==> config.mk <==
export PLATFORM = sky130hd
export DESIGN_NAME = pipe_hazard_ctrl
export DESIGN_NICKNAME = d
export VERILOG_FILES = /design/src/rtl/arm_pipe_pkg.sv /design/src/rtl/mem_wait_fsm.sv /design/src/rtl/pipe_hazard_ctrl.sv
export SDC_FILE = /design/constraint.sdc
export NUM_CORES = 1
export LEC_CHECK = 0
export CORE_UTILIZATION = 45
export CTS_CLUSTER_DIAMETER = 50
export DETAILED_ROUTE_END_ITERATION = 10
export GPL_TIMING_DRIVEN = 0
export PLACE_DENSITY_LB_ADDON = 0.12
export SYNTH_ARGS = -nofsm -noshare
export SYNTH_HDL_FRONTEND = slang
export SYNTH_SLANG_ARGS = --single-unit
==> constraint.sdc <==
create_clock -name clk -period 5.95 [get_ports clk]
set_clock_uncertainty 0.2 [all_clocks]
set_input_delay 1.4875 -clock clk [delete_from_list [all_inputs] [get_ports clk]]
set_output_delay 1.4875 -clock clk [all_outputs]
set_load 0.02 [all_outputs]
==> src/rtl/arm_pipe_pkg.sv <==
// Shared types for the ARM 5-stage pipeline control logic.
package arm_pipe_pkg;

  localparam int NUM_REGS = 16;

  typedef logic [$clog2(NUM_REGS)-1:0] reg_idx_t;

  typedef enum logic {
    RUN      = 1'b0,
    MEM_WAIT = 1'b1
  } pipe_ctrl_state_t;

endpackage

==> src/rtl/mem_wait_fsm.sv <==
// Multi-cycle data-memory wait tracker: FSM, wait watchdog and sticky mem_err.
// mem_stall_o is combinational so the pipeline freezes in the same cycle the access misses.
module mem_wait_fsm
  import arm_pipe_pkg::*;
#(
  parameter int MEM_TIMEOUT = 64
) (
  input  logic clk_i,
  input  logic rst_ni,
  input  logic mem_req_i,
  input  logic mem_ready_i,
  output logic mem_stall_o,
  output logic mem_err_o
);

  localparam int WCW = (MEM_TIMEOUT > 2) ? $clog2(MEM_TIMEOUT) : 1;
  localparam logic [WCW-1:0] WAIT_LAST = WCW'(MEM_TIMEOUT - 1);

  pipe_ctrl_state_t state_q;
  logic [WCW-1:0]   wait_cnt_q;
  logic             mem_err_q;
  logic             timeout_hit;

  assign timeout_hit = (state_q == MEM_WAIT) && (wait_cnt_q == WAIT_LAST);

  assign mem_stall_o = ((state_q == RUN) && mem_req_i && !mem_ready_i) ||
                       ((state_q == MEM_WAIT) && !mem_ready_i && !timeout_hit);
  assign mem_err_o   = mem_err_q;

  always_ff @(posedge clk_i) begin
    if (!rst_ni) begin
      state_q    <= RUN;
      wait_cnt_q <= '0;
      mem_err_q  <= 1'b0;
    end else begin
      case (state_q)
        RUN: begin
          if (mem_req_i && !mem_ready_i) begin
            state_q    <= MEM_WAIT;
            wait_cnt_q <= '0;
          end
        end
        MEM_WAIT: begin
          // A timeout releases the pipeline exactly as a ready would, but flags the error.
          if (mem_ready_i) begin
            state_q <= RUN;
          end else if (timeout_hit) begin
            state_q   <= RUN;
            mem_err_q <= 1'b1;
          end else begin
            wait_cnt_q <= wait_cnt_q + WCW'(1);
          end
        end
        default: state_q <= RUN;
      endcase
    end
  end

endmodule

==> src/rtl/pipe_hazard_ctrl.sv <==
// Pipeline freeze/flush controller for the 5-stage ARM core.
// Define FORWARDING_EN when a forwarding unit exists: only load-use hazards then stall.
module pipe_hazard_ctrl
  import arm_pipe_pkg::*;
#(
  parameter int REG_AW      = 4,
  parameter int MEM_TIMEOUT = 64,
  parameter int CNT_W       = 16
) (
  input  logic              clk,
  input  logic              rst,
  input  logic [REG_AW-1:0] id_src1,
  input  logic [REG_AW-1:0] id_src2,
  input  logic              id_two_src,
  input  logic              id_src1_valid,
  input  logic [REG_AW-1:0] exe_dest,
  input  logic              exe_wb_en,
  input  logic              exe_mem_read,
  input  logic [REG_AW-1:0] mem_dest,
  input  logic              mem_wb_en,
  input  logic              branch_taken,
  input  logic              mem_req,
  input  logic              mem_ready,
  output logic              freeze_front,
  output logic              freeze_back,
  output logic              flush_ifid,
  output logic              flush_idex,
  output logic              mem_err,
  output logic [CNT_W-1:0]  stall_cnt
);

  logic             mem_stall;
  logic             raw_exe;
  logic             raw_mem;
  logic             data_hazard;
  logic [CNT_W-1:0] stall_cnt_q;
  logic [CNT_W-1:0] stall_cnt_d;

  mem_wait_fsm #(
    .MEM_TIMEOUT (MEM_TIMEOUT)
  ) u_mem_wait (
    .clk_i       (clk),
    .rst_ni      (rst),
    .mem_req_i   (mem_req),
    .mem_ready_i (mem_ready),
    .mem_stall_o (mem_stall),
    .mem_err_o   (mem_err)
  );

  assign raw_exe = exe_wb_en && ((id_src1_valid && (id_src1 == exe_dest)) ||
                                 (id_two_src && (id_src2 == exe_dest)));
  assign raw_mem = mem_wb_en && ((id_src1_valid && (id_src1 == mem_dest)) ||
                                 (id_two_src && (id_src2 == mem_dest)));

`ifdef FORWARDING_EN
  assign data_hazard = raw_exe && exe_mem_read;
`else
  assign data_hazard = raw_exe || raw_mem;
`endif

  // A held branch_taken flushes only once the memory stall lets the pipeline advance.
  always_comb begin
    freeze_front = 1'b0;
    freeze_back  = 1'b0;
    flush_ifid   = 1'b0;
    flush_idex   = 1'b0;
    if (mem_stall) begin
      freeze_front = 1'b1;
      freeze_back  = 1'b1;
    end else if (branch_taken) begin
      flush_ifid = 1'b1;
      flush_idex = 1'b1;
    end else if (data_hazard) begin
      freeze_front = 1'b1;
      flush_idex   = 1'b1;
    end
  end

  assign stall_cnt_d = (freeze_front && (stall_cnt_q != {CNT_W{1'b1}})) ?
                       stall_cnt_q + CNT_W'(1) : stall_cnt_q;
  assign stall_cnt   = stall_cnt_q;

  always_ff @(posedge clk) begin
    if (!rst) begin
      stall_cnt_q <= '0;
    end else begin
      stall_cnt_q <= stall_cnt_d;
    end
  end

endmodule

==> impl_metrics.tcl, run 1 <==
set metrics [dict create \
    clkTransAtPathRegs_ps 130 \
    reg2reg_from "u_mem_wait.wait_cnt_q[0]" \
    synth.most_common_cell "dfxtp_1" \
    clock-sinks 24 \
    grt_pass1_vias 1311 \
    maxSlewViolCount 0 \
    post-synth-top-area-fraction 0.297 \
    crit_path_end_kind "output port" \
    worstPathMaxFanout 7 \
    final_layout_size_suffix_gt1_frac 0.0861 \
    antenna_cells 0 \
    grt_pass1_wl_mm 5.78 \
    core.rowCount 21 \
    start_util 0.477 \
    async_flop_share 0 \
    cts_tree "yes" \
    slew_headroom 0.507 \
    crit_buf_inv 2 \
    start_kind "input port" \
    synthesis.area_um2 1620 \
    ys_ff_latch 24 \
    status "finished, final reports clean" \
    max_freq_mhz 185 \
    synth-xor-area-share 0.0867 \
    grt_util_all_layers 0.202 \
    fp.dieW_um 61.9 \
    synth_area_leaders "dfxtp_1 (30%), mux2i_1 (8.7%), xor2_1 (6.5%)" \
    io_buffers 45 \
    synth-seq-area-share 0.297 \
    netlist_top_cells_count "dfxtp_1 (24), nand2_1 (21), nor2_1 (16)" \
    grt_max_degree 14 \
    grt-ovfl-total 0 \
    worst_slew_pin_slew_ps 734 \
    p_sw_uw 86.5 \
    antenna_found_initial 0 \
    cts_resized 0 \
    critPathKind "in -> out" \
    synth_cells 195 \
    synth_flop_cell "dfxtp_1" \
    drc 0 \
    clk_path_buf_depth 2 \
    maxCapViolations 0 \
    worstPathArrival_ps 3720 \
    fin_nets 273 \
    vias_per_cell 5.48 \
    crit_path_top_delay_cell "nor4_2" \
    dieArea_um2 3840 \
    gp_congestion 0.784 \
    synth_area_leader_cell "dfxtp_1" \
    pwr-share-seq 0.517 \
    ant_nets 0 \
    synth.area.mux_share 0.0867 \
    setup_tns_ps 0 \
    hold_class "reg -> reg" \
    power_frac_comb 0.209 \
    clock_latency_ps 320 \
    synth_top_family_by_area "simple AND/OR/NAND/NOR gates" \
    hp-start "u_mem_wait.mem_err_o" \
    synth-compound-area-share 0.152 \
    p_int_uw 233 \
    irDropWorstVdd_uv 110 \
    cpLargestDelayFamily "buffers and inverters" \
    totalPowerFinal_uw 320 \
    synthSimpleGateAreaFrac 0.327 \
    finalSetupViolations 0 \
    power_density_nw_per_um2 148 \
    first_pass_iters 4 \
    die_h_um 61.9 \
    synthToLayoutAreaGrowth_pct 33.7 \
    cts_hold_buffers 0 \
    finalCritPeriodShare 0.909 \
    synth-edff-count 0 \
    synth_adder_area_share 0.0155 \
    path_cells "clkdlybuf4s50_1 > xor2_1 > nor4_2 > nor4_2 > a21oi_1 > clkdlybuf4s50_1" \
    cts-root-buf "clkbuf_4" \
    htree_num_levels 1 \
    cts_setup_buffers 0 \
    rsz0062_at_grt "false" \
    startpoint "id_src1[3]" \
    hpwlAfterDp_mm 2.88 \
    yosysWarnings 0 \
    cp_data_required_time_ps 4260 \
    hold_viol 0 \
    clkPwrFrac 0.275 \
    avgSynthCellArea_um2 8.29 \
    synthDistinctLibCells 43 \
    synthesis.nets 223 \
    vias 1590 \
    p_leak_uw 0.000700 \
    drt_iter0_drc 96 \
    switching_share 0.271 \
    cp_slowest_stage_delay_ps 680 \
    pin_count 47 \
    finalCriticalPeriod_ps 5410 \
    wl_per_cell_um 13.2 \
    routed_wl_mm 3.84 \
    core-area_um2 3390 \
    numCtsBuffers 3 \
]
sequential cells by signal, summed over array words and instances (netlist names):
register	flops
u_mem_wait.state_q	1
u_mem_wait.wait_cnt_q	6
stall_cnt	16
u_mem_wait.mem_err_o	1
metal layers:
layer | track usage | up-vias | wire length (µm)
met4 | 0.0381 | 0 | 29
met5 | 0 | - | 0
met2 | 0.312 | 47 | 1580
met1 | 0.297 | 739 | 2010
li1 | - | 800 | -
met3 | 0.0331 | 4 | 217
cells by family after synthesis:
family | count (synthesis)
XOR/XNOR | 16
multiplexers | 14
adder cells (fa/ha/maj) | 2
AO/OA/AOI/OAI | 34
buffers and inverters | 13
flip-flops | 24
AND/OR/NAND/NOR | 92
power groups by stage:
stage | registers [µW] | clock network [µW] | logic, µW
detailed placement | 169 | 0 | 66.8
global placement | 169 | 0 | 66.5
floorplan | 170 | 0 | 31.8
CTS | 165 | 89.1 | 67.2
global route | 166 | 95.9 | 72.6
finish | 165 | 87.9 | 66.7
area by class of cell:
cell class / count / area (µm²)
fill: 315 / 1230
multi-input combinational: 158 / 1080
sequential: 24 / 480
tap: 46 / 57.6
clock buffer: 4 / 36.3
inverter: 7 / 26.3
buffer: 6 / 31.3
timing repair buffer: 45 / 450
worst min-delay path, cell delays in order, from the launching register on:
cell,delay (ps)
dfxtp_1,350
nor2_1,50
nor2_1,60
cell usage in the layout, fill, tap and decap left out, drive strengths merged, types with 3 or more instances in the layout:
cell and n:
a211oi 7, a21oi 8, and3 3, clkbuf 8, clkdlybuf4s50 45, dfxtp 24, inv 5, mux2i 14
nand2 21, nand2b 12, nand3 16, nor2 16, nor3b 3, nor4 5, o21ai 7, o41ai 3
or3 4, or4 4, xnor2 4, xor2 12
through the flow:
step                      hold WS [ps]  setup slack (ps)  area [µm²]   util  instances
final                              287               539        2160  0.638        290
after global routing               318               440        2160  0.638        290
after CTS                          289               527        2160  0.638        290
after detailed placement           259               537        2120  0.627        286
after global placement             253               550        2120  0.627        286
after floorplan                    254              1730        1620      -        195
worst paths after layout:
path,endpoint,slack [ps],cells after the start
max,flush_idex,540,6
min,u_mem_wait.mem_err_o,290,2
max reg2reg,stall_cnt[15],3610,8
min reg2reg,u_mem_wait.mem_err_o,290,2
Power figures use the tool's default switching activity.
==> run 2, diff against run 1 <==
--- a/config.mk
+++ b/config.mk
@@ -5,6 +5,7 @@
 export SDC_FILE = /design/constraint.sdc
 export NUM_CORES = 1
 export LEC_CHECK = 0
+export CORE_MARGIN = 1.5
 export CORE_UTILIZATION = 45
 export CTS_CLUSTER_DIAMETER = 50
 export DETAILED_ROUTE_END_ITERATION = 10
==> run 2 against run 1 <==
Compared with the run above:
- total power is 0.43% lower
- non-clock buffer count stayed put
- highest routed layer unchanged
- clock power is 2% lower
- core utilization stayed put
- flip-flop and latch count stayed put
- critical path depth stayed put
- worst setup slack better by 4.0 ps
- combinational power hardly changed
==> impl_metrics.tcl, run 2 (synthesized netlist as in run 1, its figures left out) <==
set metrics [dict create \
    vias 1576 \
    cts-root-buf "clkbuf_4" \
    setup_tns_ps 0 \
    gr-max-usage-layer "met2" \
    antenna_cells 0 \
    worstRegToRegCells 8 \
    use_met2 0.316 \
    grt_max_degree 14 \
    htree_num_levels 1 \
    placedInstanceArea_um2 2120 \
    fin_util 0.638 \
    finalCritPeriodShare 0.909 \
    maxSlewViolCount 0 \
    multi_input_area_um2 1080 \
    power_density_nw_per_um2 147 \
    placed_cells 286 \
    clkTransAtPathRegs_ps 130 \
    routed_wl_mm 3.83 \
    ff_latch_area_um2 480 \
    cts_hold_buffers 0 \
    critPathKind "in -> out" \
    reg2reg_from "u_mem_wait.wait_cnt_q[0]" \
    antenna_found_initial 0 \
    cts_setup_buffers 0 \
    cp_data_required_time_ps 4260 \
    p_sw_uw 85.1 \
    grt_pass1_wl_mm 6.63 \
    power_frac_comb 0.210 \
    grt_util_all_layers 0.203 \
    met3_usage 0.0414 \
    switching_share 0.267 \
    core-area_um2 3390 \
    clock_latency_ps 320 \
    worstPathMaxFanout 7 \
    pwr-share-seq 0.519 \
    ant_nets 0 \
    rsz0062_at_grt "false" \
    whs_path_depth 2 \
    pin_count 47 \
    wl_per_cell_um 13.2 \
    hold_class "reg -> reg" \
    p_leak_uw 0.000700 \
    final_cells 290 \
    final_cell_mix "clkdlybuf4s50_1 (45), dfxtp_1 (24), nand2_1 (21), nor2_1 (16), nand3_1 (15)" \
    numCtsBuffers 3 \
    worstPathArrival_ps 3720 \
    whs_ps 287 \
    largest_reg_flops 16 \
    clk_path_buf_depth 2 \
    max_freq_mhz 185 \
    grt_pass1_vias 1448 \
    finalSetupViolations 0 \
    crit_path_end_kind "output port" \
    finalCriticalPeriod_ps 5410 \
    gp_congestion 0.771 \
    hpwlAfterDp_mm 2.92 \
    start_kind "input port" \
    cts_tree "yes" \
    worst_slew_pin_slew_ps 690 \
    dieArea_um2 3960 \
    clock-sinks 24 \
    grt-ovfl-total 0 \
    hold_viol 0 \
    drt_iter0_drc 70 \
    reg2reg_slack_ps 3610 \
    rr_endpoint "stall_cnt[15]" \
    slew_headroom 0.536 \
    final_area_um2 2160 \
    synthToLayoutAreaGrowth_pct 33.7 \
    use_met1 0.290 \
    irDropWorstVdd_uv 97.6 \
    first_pass_iters 4 \
    vias_per_cell 5.43 \
    drc 0 \
    status "finished, final reports clean" \
    final_common_cell "clkdlybuf4s50_1" \
    cts_resized 0 \
    die_h_um 62.9 \
    maxCapViolations 0 \
    start_util 0.477 \
    fp.dieW_um 62.9 \
    fillers 295 \
    core.rowCount 21 \
    final_layout_size_suffix_gt1_frac 0.0861 \
    clkPwrFrac 0.272 \
    p_int_uw 233 \
    io_buffers 45 \
    hold-path-endpoint "stall_cnt[9]" \
    fin_nets 273 \
    hp-start "stall_cnt[9]" \
]
run 2: critical path, cell delays in order:
cell and delay (ps):
clkdlybuf4s50_1 530, xor2_1 220, nor4_2 90, nor4_2 650, a21oi_1 170, clkdlybuf4s50_1 570
run 2: worst max path at each step:
| stage | start | endpoint | slack, ps | cells after the start |
|---|---|---|---|---|
| floorplan | exe_dest[3] | flush_idex | 1730 | 4 |
| global placement | id_src1[3] | freeze_front | 540 | 7 |
| detailed placement | id_src1[2] | flush_idex | 540 | 6 |
| CTS | id_src1[2] | flush_idex | 530 | 6 |
| global route | id_src1[1] | flush_idex | 430 | 6 |
| finish | id_src1[1] | flush_idex | 540 | 6 |
run 2: stage by stage:
stage / power, µW / setup slack (ps)
2_1_floorplan: 201 / 1730
3_3_place_gp: 235 / 535
3_5_place_dp: 235 / 544
4_1_cts: 323 / 535
5_1_grt: 337 / 435
6_report: 318 / 543
run 2: layout make-up:
cell class,instances,share of cell area
buffer,6,0.0145
timing repair buffer,45,0.208
inverter,7,0.0122
multi-input combinational,158,0.499
sequential,24,0.222
tap,46,0.0266
clock buffer,4,0.0168
run 2: layer usage:
metal	part of all wire	routed length (µm)	vias up
met5	0	0	-
met4	0.0081	31	0
met3	0.072	274	4
met2	0.41	1580	51
met1	0.51	1950	714
li1	-	-	807
run 2: power by group through the flow:
stage                     Clock (µW)  Sequential, µW  Combinational (µW)
after floorplan                    0             170                31.8
after global placement             0             169                66.5
after global routing            99.5             166                72.3
after CTS                       90.7             165                67.1
final                           86.5             165                66.7
after detailed placement           0             169                66.7
